**src/rtl/tlb_unit.sv**
```systemverilog
// Fully-associative dual-port joint TLB with registered one-cycle lookup, TLBWI/TLBWR/TLBP/TLBR
// and a hardware Random register. Define TLB_INST_MAP_EN to translate the instruction port.
module tlb_unit #(
  parameter int unsigned ENTRIES = 16,
  parameter int unsigned PA_W    = 32,
  localparam int unsigned IDX_W  = $clog2(ENTRIES),
  localparam int unsigned PFN_W  = PA_W - 12
) (
  input  logic              clk,
  input  logic              rst,
  input  logic              i_req_i,
  input  logic [31:0]       i_va_i,
  input  logic              d_req_i,
  input  logic [31:0]       d_va_i,
  input  logic              d_store_i,
  output logic              i_valid_o,
  output logic [PA_W-1:0]   i_pa_o,
  output logic              i_refill_o,
  output logic              i_invalid_o,
  output logic [2:0]        i_cache_o,
  output logic              d_valid_o,
  output logic [PA_W-1:0]   d_pa_o,
  output logic              d_refill_o,
  output logic              d_invalid_o,
  output logic              d_mod_o,
  output logic [2:0]        d_cache_o,
  input  logic [31:0]       entryhi_i,
  input  logic [31:0]       entrylo0_i,
  input  logic [31:0]       entrylo1_i,
  input  logic [IDX_W-1:0]  index_i,
  input  logic [IDX_W-1:0]  wired_i,
  input  logic              wired_we_i,
  input  logic              tlbwi,
  input  logic              tlbwr,
  input  logic              tlbp,
  input  logic              tlbr,
  output logic [IDX_W-1:0]  random_o,
  output logic              op_done_o,
  output logic [31:0]       probe_o,
  output logic [31:0]       entryhi_o,
  output logic [31:0]       entrylo0_o,
  output logic [31:0]       entrylo1_o
);

  localparam logic [IDX_W-1:0] RandMax = IDX_W'(ENTRIES - 1);

  typedef struct packed {
    logic [PA_W-1:0] pa;
    logic [2:0]      cache;
    logic            refill;
    logic            invalid;
    logic            modf;
  } res_t;

  logic [18:0]      vpn2_q   [ENTRIES];
  logic [7:0]       asid_q   [ENTRIES];
  logic             global_q [ENTRIES];
  logic [PFN_W-1:0] pfn0_q   [ENTRIES];
  logic [PFN_W-1:0] pfn1_q   [ENTRIES];
  logic [2:0]       c0_q     [ENTRIES];
  logic [2:0]       c1_q     [ENTRIES];
  logic             d0_q     [ENTRIES];
  logic             d1_q     [ENTRIES];
  logic             v0_q     [ENTRIES];
  logic             v1_q     [ENTRIES];
  logic             used_q   [ENTRIES];

  logic [IDX_W-1:0] random_q, random_d;
  logic             wr_en, do_probe, do_read;
  logic [IDX_W-1:0] wr_idx;

  logic [ENTRIES-1:0] d_match, p_match;
  logic [IDX_W-1:0]   d_idx, p_idx;
  res_t               d_res, i_res, d_res_q, i_res_q;
  logic               d_valid_q, i_valid_q;

  logic        op_done_q;
  logic [31:0] probe_d, probe_q;
  logic [31:0] rd_hi, rd_lo0, rd_lo1, entryhi_q, entrylo0_q, entrylo1_q;
  logic        unused_cp0;

  // Lowest matching index wins.
  function automatic logic [IDX_W-1:0] first_idx(input logic [ENTRIES-1:0] m);
    first_idx = '0;
    for (int i = ENTRIES - 1; i >= 0; i--) begin
      if (m[i]) first_idx = IDX_W'(i);
    end
  endfunction

  function automatic res_t translate(input logic [31:0] va, input logic store, input logic hit,
                                     input logic [PFN_W-1:0] pfn, input logic [2:0] c,
                                     input logic dirty, input logic valid);
    res_t        r;
    logic [31:0] ua;
    r  = '0;
    ua = {3'b000, va[28:0]};
    if (va[31:30] == 2'b10) begin
      r.pa    = ua[PA_W-1:0];
      r.cache = 3'd2;
    end else if (!hit) begin
      r.refill = 1'b1;
    end else if (!valid) begin
      r.invalid = 1'b1;
    end else if (store && !dirty) begin
      r.modf = 1'b1;
    end else begin
      r.pa    = {pfn, va[11:0]};
      r.cache = c;
    end
    return r;
  endfunction

  // Strobe decode: only the highest-priority operation executes.
  assign wr_en    = tlbwi | tlbwr;
  assign wr_idx   = tlbwi ? index_i : random_q;
  assign do_probe = tlbp & ~wr_en;
  assign do_read  = tlbr & ~wr_en & ~tlbp;

  always_ff @(posedge clk or posedge rst) begin
    if (rst) begin
      for (int i = 0; i < ENTRIES; i++) begin
        vpn2_q[i]   <= '0;
        asid_q[i]   <= '0;
        global_q[i] <= 1'b0;
        pfn0_q[i]   <= '0;
        pfn1_q[i]   <= '0;
        c0_q[i]     <= '0;
        c1_q[i]     <= '0;
        d0_q[i]     <= 1'b0;
        d1_q[i]     <= 1'b0;
        v0_q[i]     <= 1'b0;
        v1_q[i]     <= 1'b0;
        used_q[i]   <= 1'b0;
      end
    end else if (wr_en) begin
      vpn2_q[wr_idx]   <= entryhi_i[31:13];
      asid_q[wr_idx]   <= entryhi_i[7:0];
      global_q[wr_idx] <= entrylo0_i[0] & entrylo1_i[0];
      pfn0_q[wr_idx]   <= entrylo0_i[PFN_W+5:6];
      pfn1_q[wr_idx]   <= entrylo1_i[PFN_W+5:6];
      c0_q[wr_idx]     <= entrylo0_i[5:3];
      c1_q[wr_idx]     <= entrylo1_i[5:3];
      d0_q[wr_idx]     <= entrylo0_i[2];
      d1_q[wr_idx]     <= entrylo1_i[2];
      v0_q[wr_idx]     <= entrylo0_i[1];
      v1_q[wr_idx]     <= entrylo1_i[1];
      used_q[wr_idx]   <= 1'b1;
    end
  end

  always_comb begin
    if (wired_we_i || random_q <= wired_i) random_d = RandMax;
    else                                   random_d = random_q - IDX_W'(1);
  end

  for (genvar e = 0; e < ENTRIES; e++) begin : g_match
    assign d_match[e] = used_q[e] && (vpn2_q[e] == d_va_i[31:13]) &&
                        (global_q[e] || asid_q[e] == entryhi_i[7:0]);
    assign p_match[e] = used_q[e] && (vpn2_q[e] == entryhi_i[31:13]) &&
                        (global_q[e] || asid_q[e] == entryhi_i[7:0]);
  end

  assign d_idx = first_idx(d_match);
  assign p_idx = first_idx(p_match);

  always_comb begin
    d_res = translate(d_va_i, d_store_i, |d_match,
                      d_va_i[12] ? pfn1_q[d_idx] : pfn0_q[d_idx],
                      d_va_i[12] ? c1_q[d_idx]   : c0_q[d_idx],
                      d_va_i[12] ? d1_q[d_idx]   : d0_q[d_idx],
                      d_va_i[12] ? v1_q[d_idx]   : v0_q[d_idx]);
  end

`ifdef TLB_INST_MAP_EN
  logic [ENTRIES-1:0] i_match;
  logic [IDX_W-1:0]   i_idx;

  for (genvar e = 0; e < ENTRIES; e++) begin : g_imatch
    assign i_match[e] = used_q[e] && (vpn2_q[e] == i_va_i[31:13]) &&
                        (global_q[e] || asid_q[e] == entryhi_i[7:0]);
  end

  assign i_idx = first_idx(i_match);

  always_comb begin
    i_res = translate(i_va_i, 1'b0, |i_match,
                      i_va_i[12] ? pfn1_q[i_idx] : pfn0_q[i_idx],
                      i_va_i[12] ? c1_q[i_idx]   : c0_q[i_idx],
                      i_va_i[12] ? d1_q[i_idx]   : d0_q[i_idx],
                      i_va_i[12] ? v1_q[i_idx]   : v0_q[i_idx]);
  end
`else
  logic [31:0] i_ua;
  logic        unused_i_va;

  always_comb begin
    i_res       = '0;
    i_ua        = {3'b000, i_va_i[28:0]};
    i_res.pa    = i_ua[PA_W-1:0];
    i_res.cache = 3'd2;
  end

  assign unused_i_va = ^i_va_i[31:29];
`endif

  always_comb begin
    probe_d            = '0;
    probe_d[31]        = ~|p_match;
    probe_d[IDX_W-1:0] = p_idx;
  end

  assign rd_hi  = {vpn2_q[index_i], 5'b00000, asid_q[index_i]};
  assign rd_lo0 = 32'({pfn0_q[index_i], c0_q[index_i], d0_q[index_i], v0_q[index_i],
                       global_q[index_i]});
  assign rd_lo1 = 32'({pfn1_q[index_i], c1_q[index_i], d1_q[index_i], v1_q[index_i],
                       global_q[index_i]});

  always_ff @(posedge clk or posedge rst) begin
    if (rst) begin
      random_q   <= RandMax;
      d_valid_q  <= 1'b0;
      i_valid_q  <= 1'b0;
      d_res_q    <= '0;
      i_res_q    <= '0;
      op_done_q  <= 1'b0;
      probe_q    <= '0;
      entryhi_q  <= '0;
      entrylo0_q <= '0;
      entrylo1_q <= '0;
    end else begin
      random_q  <= random_d;
      d_valid_q <= d_req_i;
      i_valid_q <= i_req_i;
      op_done_q <= do_probe | do_read;
      if (d_req_i)  d_res_q <= d_res;
      if (i_req_i)  i_res_q <= i_res;
      if (do_probe) probe_q <= probe_d;
      if (do_read) begin
        entryhi_q  <= rd_hi;
        entrylo0_q <= rd_lo0;
        entrylo1_q <= rd_lo1;
      end
    end
  end

  assign unused_cp0 = ^{entryhi_i[12:8], entrylo0_i[31:PFN_W+6], entrylo1_i[31:PFN_W+6]};

  assign d_valid_o   = d_valid_q;
  assign d_pa_o      = d_res_q.pa;
  assign d_cache_o   = d_res_q.cache;
  assign d_refill_o  = d_res_q.refill;
  assign d_invalid_o = d_res_q.invalid;
  assign d_mod_o     = d_res_q.modf;
  assign i_valid_o   = i_valid_q;
  assign i_pa_o      = i_res_q.pa;
  assign i_cache_o   = i_res_q.cache;
  assign i_refill_o  = i_res_q.refill;
  assign i_invalid_o = i_res_q.invalid;
  assign random_o    = random_q;
  assign op_done_o   = op_done_q;
  assign probe_o     = probe_q;
  assign entryhi_o   = entryhi_q;
  assign entrylo0_o  = entrylo0_q;
  assign entrylo1_o  = entrylo1_q;

endmodule

```
**config.mk**
```make
export PLATFORM = sky130hd
export DESIGN_NAME = tlb_unit
export DESIGN_NICKNAME = d
export VERILOG_FILES = /design/src/rtl/tlb_unit.sv
export SDC_FILE = /design/constraint.sdc
export NUM_CORES = 2
export LEC_CHECK = 0
export CAP_MARGIN = 20
export CORE_UTILIZATION = 55
export CTS_BUF_LIST = sky130_fd_sc_hd__clkbuf_16
export DETAILED_ROUTE_END_ITERATION = 6
export PLACE_DENSITY = 0.74
export SYNTH_ARGS = -nofsm -noshare
export SYNTH_HDL_FRONTEND = slang
export SYNTH_SLANG_ARGS = --single-unit
```
**constraint.sdc**
```tcl
create_clock -name clk -period 111.8 [get_ports clk]
set_clock_uncertainty 0.05 [all_clocks]
set_input_delay 22.36 -clock clk [delete_from_list [all_inputs] [get_ports clk]]
set_output_delay 22.36 -clock clk [all_outputs]
set_load 0.02 [all_outputs]
```
# Word level (Yosys, flattened, before mapping)
# Index checks and enable logic that the tools add are counted.
[totals] regBits=1423 input_bits=178
[op_classes] addsub=1 magnitude_cmp=5 n_eq_ne=49 n_mux=126 bitwise=12 reduce_logical=87
[op_table] op="320-bit bitwise mux" n=2
[op_table] op="19-bit equality test" n=32
[op_table] op="20-bit binary-select mux with 4-bit select" n=4
[op_table] op="304-bit bitwise mux" n=1
[op_table] op="20-bit two-way mux" n=10
[op_table] op="35-bit two-way mux" n=4
[op_table] op="4-bit two-way mux" n=34
[op_table] op="128-bit bitwise mux" n=1
[op_table] op="8-bit equality test" n=16
[op_table] op="48-bit bitwise mux" n=2
[op_table] op="16-bit bitwise mux" n=5
[op_table] op="20-bit demux with 4-bit select" n=1
[op_table] op="19-bit binary-select mux with 4-bit select" n=1
[op_table] op="19-bit demux with 4-bit select" n=1
[op_table] op="1-bit logical AND" n=66
[op_table] op="19-bit two-way mux" n=3
[op_table] op="3-bit binary-select mux with 4-bit select" n=4
[op_table] op="1-bit binary-select mux with 4-bit select" n=9
[op_table] op="3-bit two-way mux" n=11
[op_table] op="8-bit binary-select mux with 4-bit select" n=1
[op_table] op="8-bit demux with 4-bit select" n=1
[op_table] op="16-bit OR reduction" n=2
[op_table] op="1-bit two-way mux" n=25
[op_table] op="8-bit two-way mux" n=3
[op_table] op="other kinds (15)" n=41

# Logic depth before layout (Yosys ltp)
[depth] depth_word=30 ltp_mapped=20 ltp_nobuf=14

# Least setup slack after synthesis
# Ideal clock, no wire load.
[synth_timing] path_kind="in2reg" startpoint="input port d_va_i[16]" endpoint="register d_res_q, in the netlist d_pa_o[13]" setup_time_ns=0.138 arrival_time_ns=26.094 required_time_ns=111.612 path_slack_ns=85.518 cell_stages=17 n_path_buf=3 path_cell_list="clkbuf_1 -> buf_2 -> xnor2_1 -> nand4_1 -> nor4_1 -> nand4b_1 -> o211a_1 -> o311a_4 -> o31ai_4 -> mux2_2 -> a21oi_1 -> a221oi_2 -> nor4_2 -> nor3_4 -> nand2_4 -> buf_6 -> o221ai_2"
[synth_via] elab_chain_len=30 word_cells_on_any_way=93 cone_classes="eq/ne: 16; mux: 41; bitwise: 1; reduce/logical: 35"
[synth_rtl] item="start, declared" line_no="14" text="input logic [31:0] d_va_i,"
[synth_rtl] item="19-bit equality test" line_no="157" text="assign d_match[e] = used_q[e] && (vpn2_q[e] == d_va_i[31:13]) &&"
[synth_rtl] item="1-bit logical AND (2 in series)" line_no="157"
[synth_rtl] item="4-bit two-way mux (16 in series)" line_no="86" text="if (m[i]) first_idx = IDX_W'(i);"
[synth_rtl] item="4-bit inverter with 5-bit output (not written as such)" line_no="168, 170, 171"
[synth_rtl] item="1-bit binary-select mux with 4-bit select" line_no="170" text="d_va_i[12] ? d1_q[d_idx] : d0_q[d_idx],"
[synth_rtl] item="1-bit two-way mux (not written as such) (2 in series)" line_no="170"
[synth_rtl] item="1-bit two-way mux" line_no="170"
[synth_rtl] item="1-bit logical NOT" line_no="104" text="end else if (store && !dirty) begin"
[synth_rtl] item="1-bit logical AND" line_no="104"
[synth_rtl] item="35-bit two-way mux" line_no="104"
[synth_rtl] item="35-bit two-way mux" line_no="102" text="end else if (!valid) begin"
[synth_rtl] item="35-bit two-way mux *" line_no="100" text="end else if (!hit) begin"
[synth_rtl] item="35-bit two-way mux *" line_no="97" text="if (va[31:30] == 2'b10) begin"
[synth_rtl] item="end signal, assigned" line_no="235" text="if (d_req_i) d_res_q <= d_res;"
[synth_rtl] item="end, declared" line_no="74" text="res_t d_res, i_res, d_res_q, i_res_q;"
# Every way passes the cells marked *; elsewhere a longest branch is shown, timed or not. The select of a mux whose other input is x is not followed.
# A chain may end at the register's enable or synchronous reset.

# Final worst setup path
[layout_timing] startpoint="input port d_va_i[20]" endpoint="register d_res_q, in the netlist d_pa_o[10]"
[layout_via] elab_chain_len=30 word_cells_on_any_way=86 cone_classes="eq/ne: 16; mux: 34; bitwise: 1; reduce/logical: 35"
[layout_rtl] item="19-bit equality test" line_no="157"
[layout_rtl] item="1-bit logical AND (2 in series)" line_no="157"
[layout_rtl] item="4-bit two-way mux (16 in series)" line_no="86"
[layout_rtl] item="4-bit inverter with 5-bit output (not written as such)" line_no="170, 171"
[layout_rtl] item="1-bit binary-select mux with 4-bit select" line_no="170"
[layout_rtl] item="1-bit two-way mux (not written as such) (2 in series)" line_no="170"
[layout_rtl] item="1-bit two-way mux" line_no="170"
[layout_rtl] item="1-bit logical NOT" line_no="104"
[layout_rtl] item="1-bit logical AND" line_no="104"
[layout_rtl] item="35-bit two-way mux" line_no="104"
[layout_rtl] item="35-bit two-way mux" line_no="102"
[layout_rtl] item="35-bit two-way mux *" line_no="100"
[layout_rtl] item="35-bit two-way mux *" line_no="97"
# Marks and branches as above.

==> summary.md <==
| Metric | Value |
|---|---|
| # nets final | `6552` |
| Sink Count | `roughly 1400` |
| Critical Path RT | `112.46 ns` |
| Cells after DPL | `a little over 8000` |
| GRT Util Overall | `0.347` |
| Largest cells by area after synthesis | `dfrtp_1 (45%), mux2_2 (19%), mux4_2 (11%)` |
| Most used DFF post-synth | `dfrtp_1` |
| Mapped Area | `79100 um^2` |
| Final wirelength | `251000 um` |
| Core Util, Final | `0.621` |
| Peak supply drop | `0.0147 mV` |
| Synth unique cells | `86` |
| F_max | `34.5 MHz` |
| Number of global-route vias before repair | `56200` |
| Congestion Overflow GR | `0` |
| Core box area | `around 140000 um^2` |
| Post_cts resized | `0` |
| Worst-Skew Late Latency | `0.83 ns` |
| WL per Instance | `29.9 um` |
| Hold Slack | `just over 0.4 ns` |
| Yosys warns | `0` |
| Via count | `55900` |
| Initial DRC Count | `6132` |
| Max-slew headroom | `0.159` |
| Antenna Violating Nets Remaining | `0` |
| Critical Path End Type | `register` |
| DPL Wire Length | `156000 um` |
| Maxcap violations | `0` |
| PwrDens | `19.4 nW/um^2` |
| Pin count of the biggest net entering global routing | `178` |
| Leading cell type in the layout, fill and taps excluded | `dfrtp_1` |
| Max-slew violation count | `0` |
| EDFF count, synth | `0` |
| Num ports | `388` |
| Register area share after synthesis | `0.450` |
| Max FO, Critical Path | `76` |
| RSZ-0062 raised after global routing | `no` |
| Post-CTS Setup Bufs | `0` |
| Synth async-reset ratio | `1.00` |
| Slew @ Worst Pin | `1.26 ns` |
| Startpoint types | `primary input` |
| IO Port Bufs | `about 320` |
| Htree depth | `4` |
| Status | `finished, final reports clean` |
| Syn-to-layout area delta | `11.5%` |
| Max clock buf depth | `3` |
| HP Class | `register to register` |
| Total power | `about 0.0017 W` |
| CTS tree | `built` |
| GPL Wtd Cong | `0.994` |
| Die Y | `~380 um` |
| Final hold vios | `0` |
| Initial antenna violation count | `17` |
| DR pass1 iterations | `6` |
| Period Utilization, post-route | `0.259` |
| Share of layout cells above drive strength 1 | `0.336` |
| Initial core utilization | `0.556` |
| Final std cells w/o fill | `8397` |
| Setup TNS Final | `0 ns` |
| Yosys top cell area share | `0.449` |
| DRC viols | `0` |
| FF+latch count, synth | `1422` |
| # hold bufs at CTS | `0` |
| Post-synth top area cell | `dfrtp_1` |
| Num CTS Buffers | `157` |
| Die X | `381 um` |
| Register Area | `35600 um^2` |
| Crit path arrival time | `29.67 ns` |
| Footprint of the multi-input gates | `41000 um^2` |
| FILL cells | `10900` |
| Avg Inst Size Synth | `12.5 um^2` |
| Via-per-instance ratio | `6.66` |
| FP Rows | `138` |
| Leak | `37.5 nW` |
| Setup CP Type | `primary input to register` |
| Global-route wire length before repair | `roughly 370000 um` |
| Clock transition at path regs | `about 0.06 ns` |
| Root Driver | `clkbuf_16` |
| Final setup viols | `0` |
| Most frequent cells in the layout | `dfrtp_1 (1418), mux2_2 (1340), nand2_1 (584)` |
| Full die area | `145000 um^2` |
| Crit path time final | `just under 30 ns` |
| Cells after Synth | `between 6000 and 7000` |
==> metrics by stage <==
step                worst slack, ns  cell area [um^2]
finish                        82.79             88200
global route                  82.57             88200
CTS                           82.84             88100
detailed placement            82.12             83300
global placement              82.13             83300
floorplan                     49.30             79300
==> state kept, by name (all words and copies together) (netlist names), 29 cells and up <==
signal / count
asid_q: 128
vpn2_q: 304
d_pa_o: 32
pfn1_q: 320
i_pa_o: 29
c0_q: 48
c1_q: 48
pfn0_q: 320
==> power by group <==
part	switching [W]	total (W)	internal, W
combinational	0.000190	0.000439	0.000249
sequential	0.000132	0.000779	0.000646
clock	0.000220	0.000497	0.000278
==> logic make-up after synthesis <==
| kind of cell | Yosys count | synth area share |
|---|---|---|
| multiplexers | 1855 | 0.318 |
| flip-flops | 1422 | 0.450 |
| AND/OR/NAND/NOR | 1269 | 0.0780 |
| XOR/XNOR | 738 | 0.0817 |
| buffers and inverters | 662 | 0.0362 |
| AO/OA/AOI/OAI | 383 | 0.0354 |
| adder cells (fa/ha/maj) | 5 | 0.000791 |
| other | 1 | 0.0000474 |
==> synth_stat cells (39+ instances only) <==
master    instances
dfrtp_1        1418
mux2_2         1340
nand2_1         595
xor2_1          471
mux4_2          390
clkbuf_1        376
xnor2_1         267
nand3_1         255
nor4_1          126
mux2i_1         124
buf_1           116
a21oi_1          78
nand4_1          76
buf_2            71
buf_4            56
o21ai_0          52
a32oi_1          49
and3_1           44
nor2_1           41
a31oi_1          39
==> critical path: stages <==
cell	delay, ns
clkdlybuf4s50_1	0.46
buf_4	0.44
xor2_1	0.14
nor4_1	0.41
nand4_1	0.22
nor4b_1	0.91
o211ai_1	0.49
a221oi_2	0.34
buf_4	0.32
o21a_4	0.62
buf_4	0.85
a221o_1	0.22
a21oi_1	0.09
a311o_1	0.39
a41oi_4	0.54
nand2_2	0.46
a21oi_1	0.28
==> path summary, 6_finish.rpt <==
check,from,to,slack (ns),depth (start not counted)
setup / recovery,d_va_i[20],d_pa_o[10],82.79,17
hold / removal,used_q[12],used_q[12],0.41,2
setup reg to reg,vpn2_q[26],d_pa_o[10],104.74,15
hold reg to reg,used_q[12],used_q[12],0.41,2
max in group asynchronous,rst,d_pa_o[3],84.33,8
min in group asynchronous,rst,i_pa_o[28],22.06,2
==> per-layer routing <==
metal,track usage,share of wire,vias to the layer above
li1,-,-,23000
met1,0.457,0.38,29000
met2,0.524,0.45,3105
met3,0.0828,0.10,755
met4,0.201,0.064,16
met5,0,0.00056,-
==> area by class of cell <==
class,count,share of cell area
inverter,33,0.00149
tap,1890,0.0268
clock buffer,158,0.0448
sequential,1422,0.404
multi-input combinational,4301,0.465
clock inverter,129,0.0102
antenna,10,0.000284
timing repair buffer,454,0.0475
Note: power is estimated with default switching activity, not from simulation.
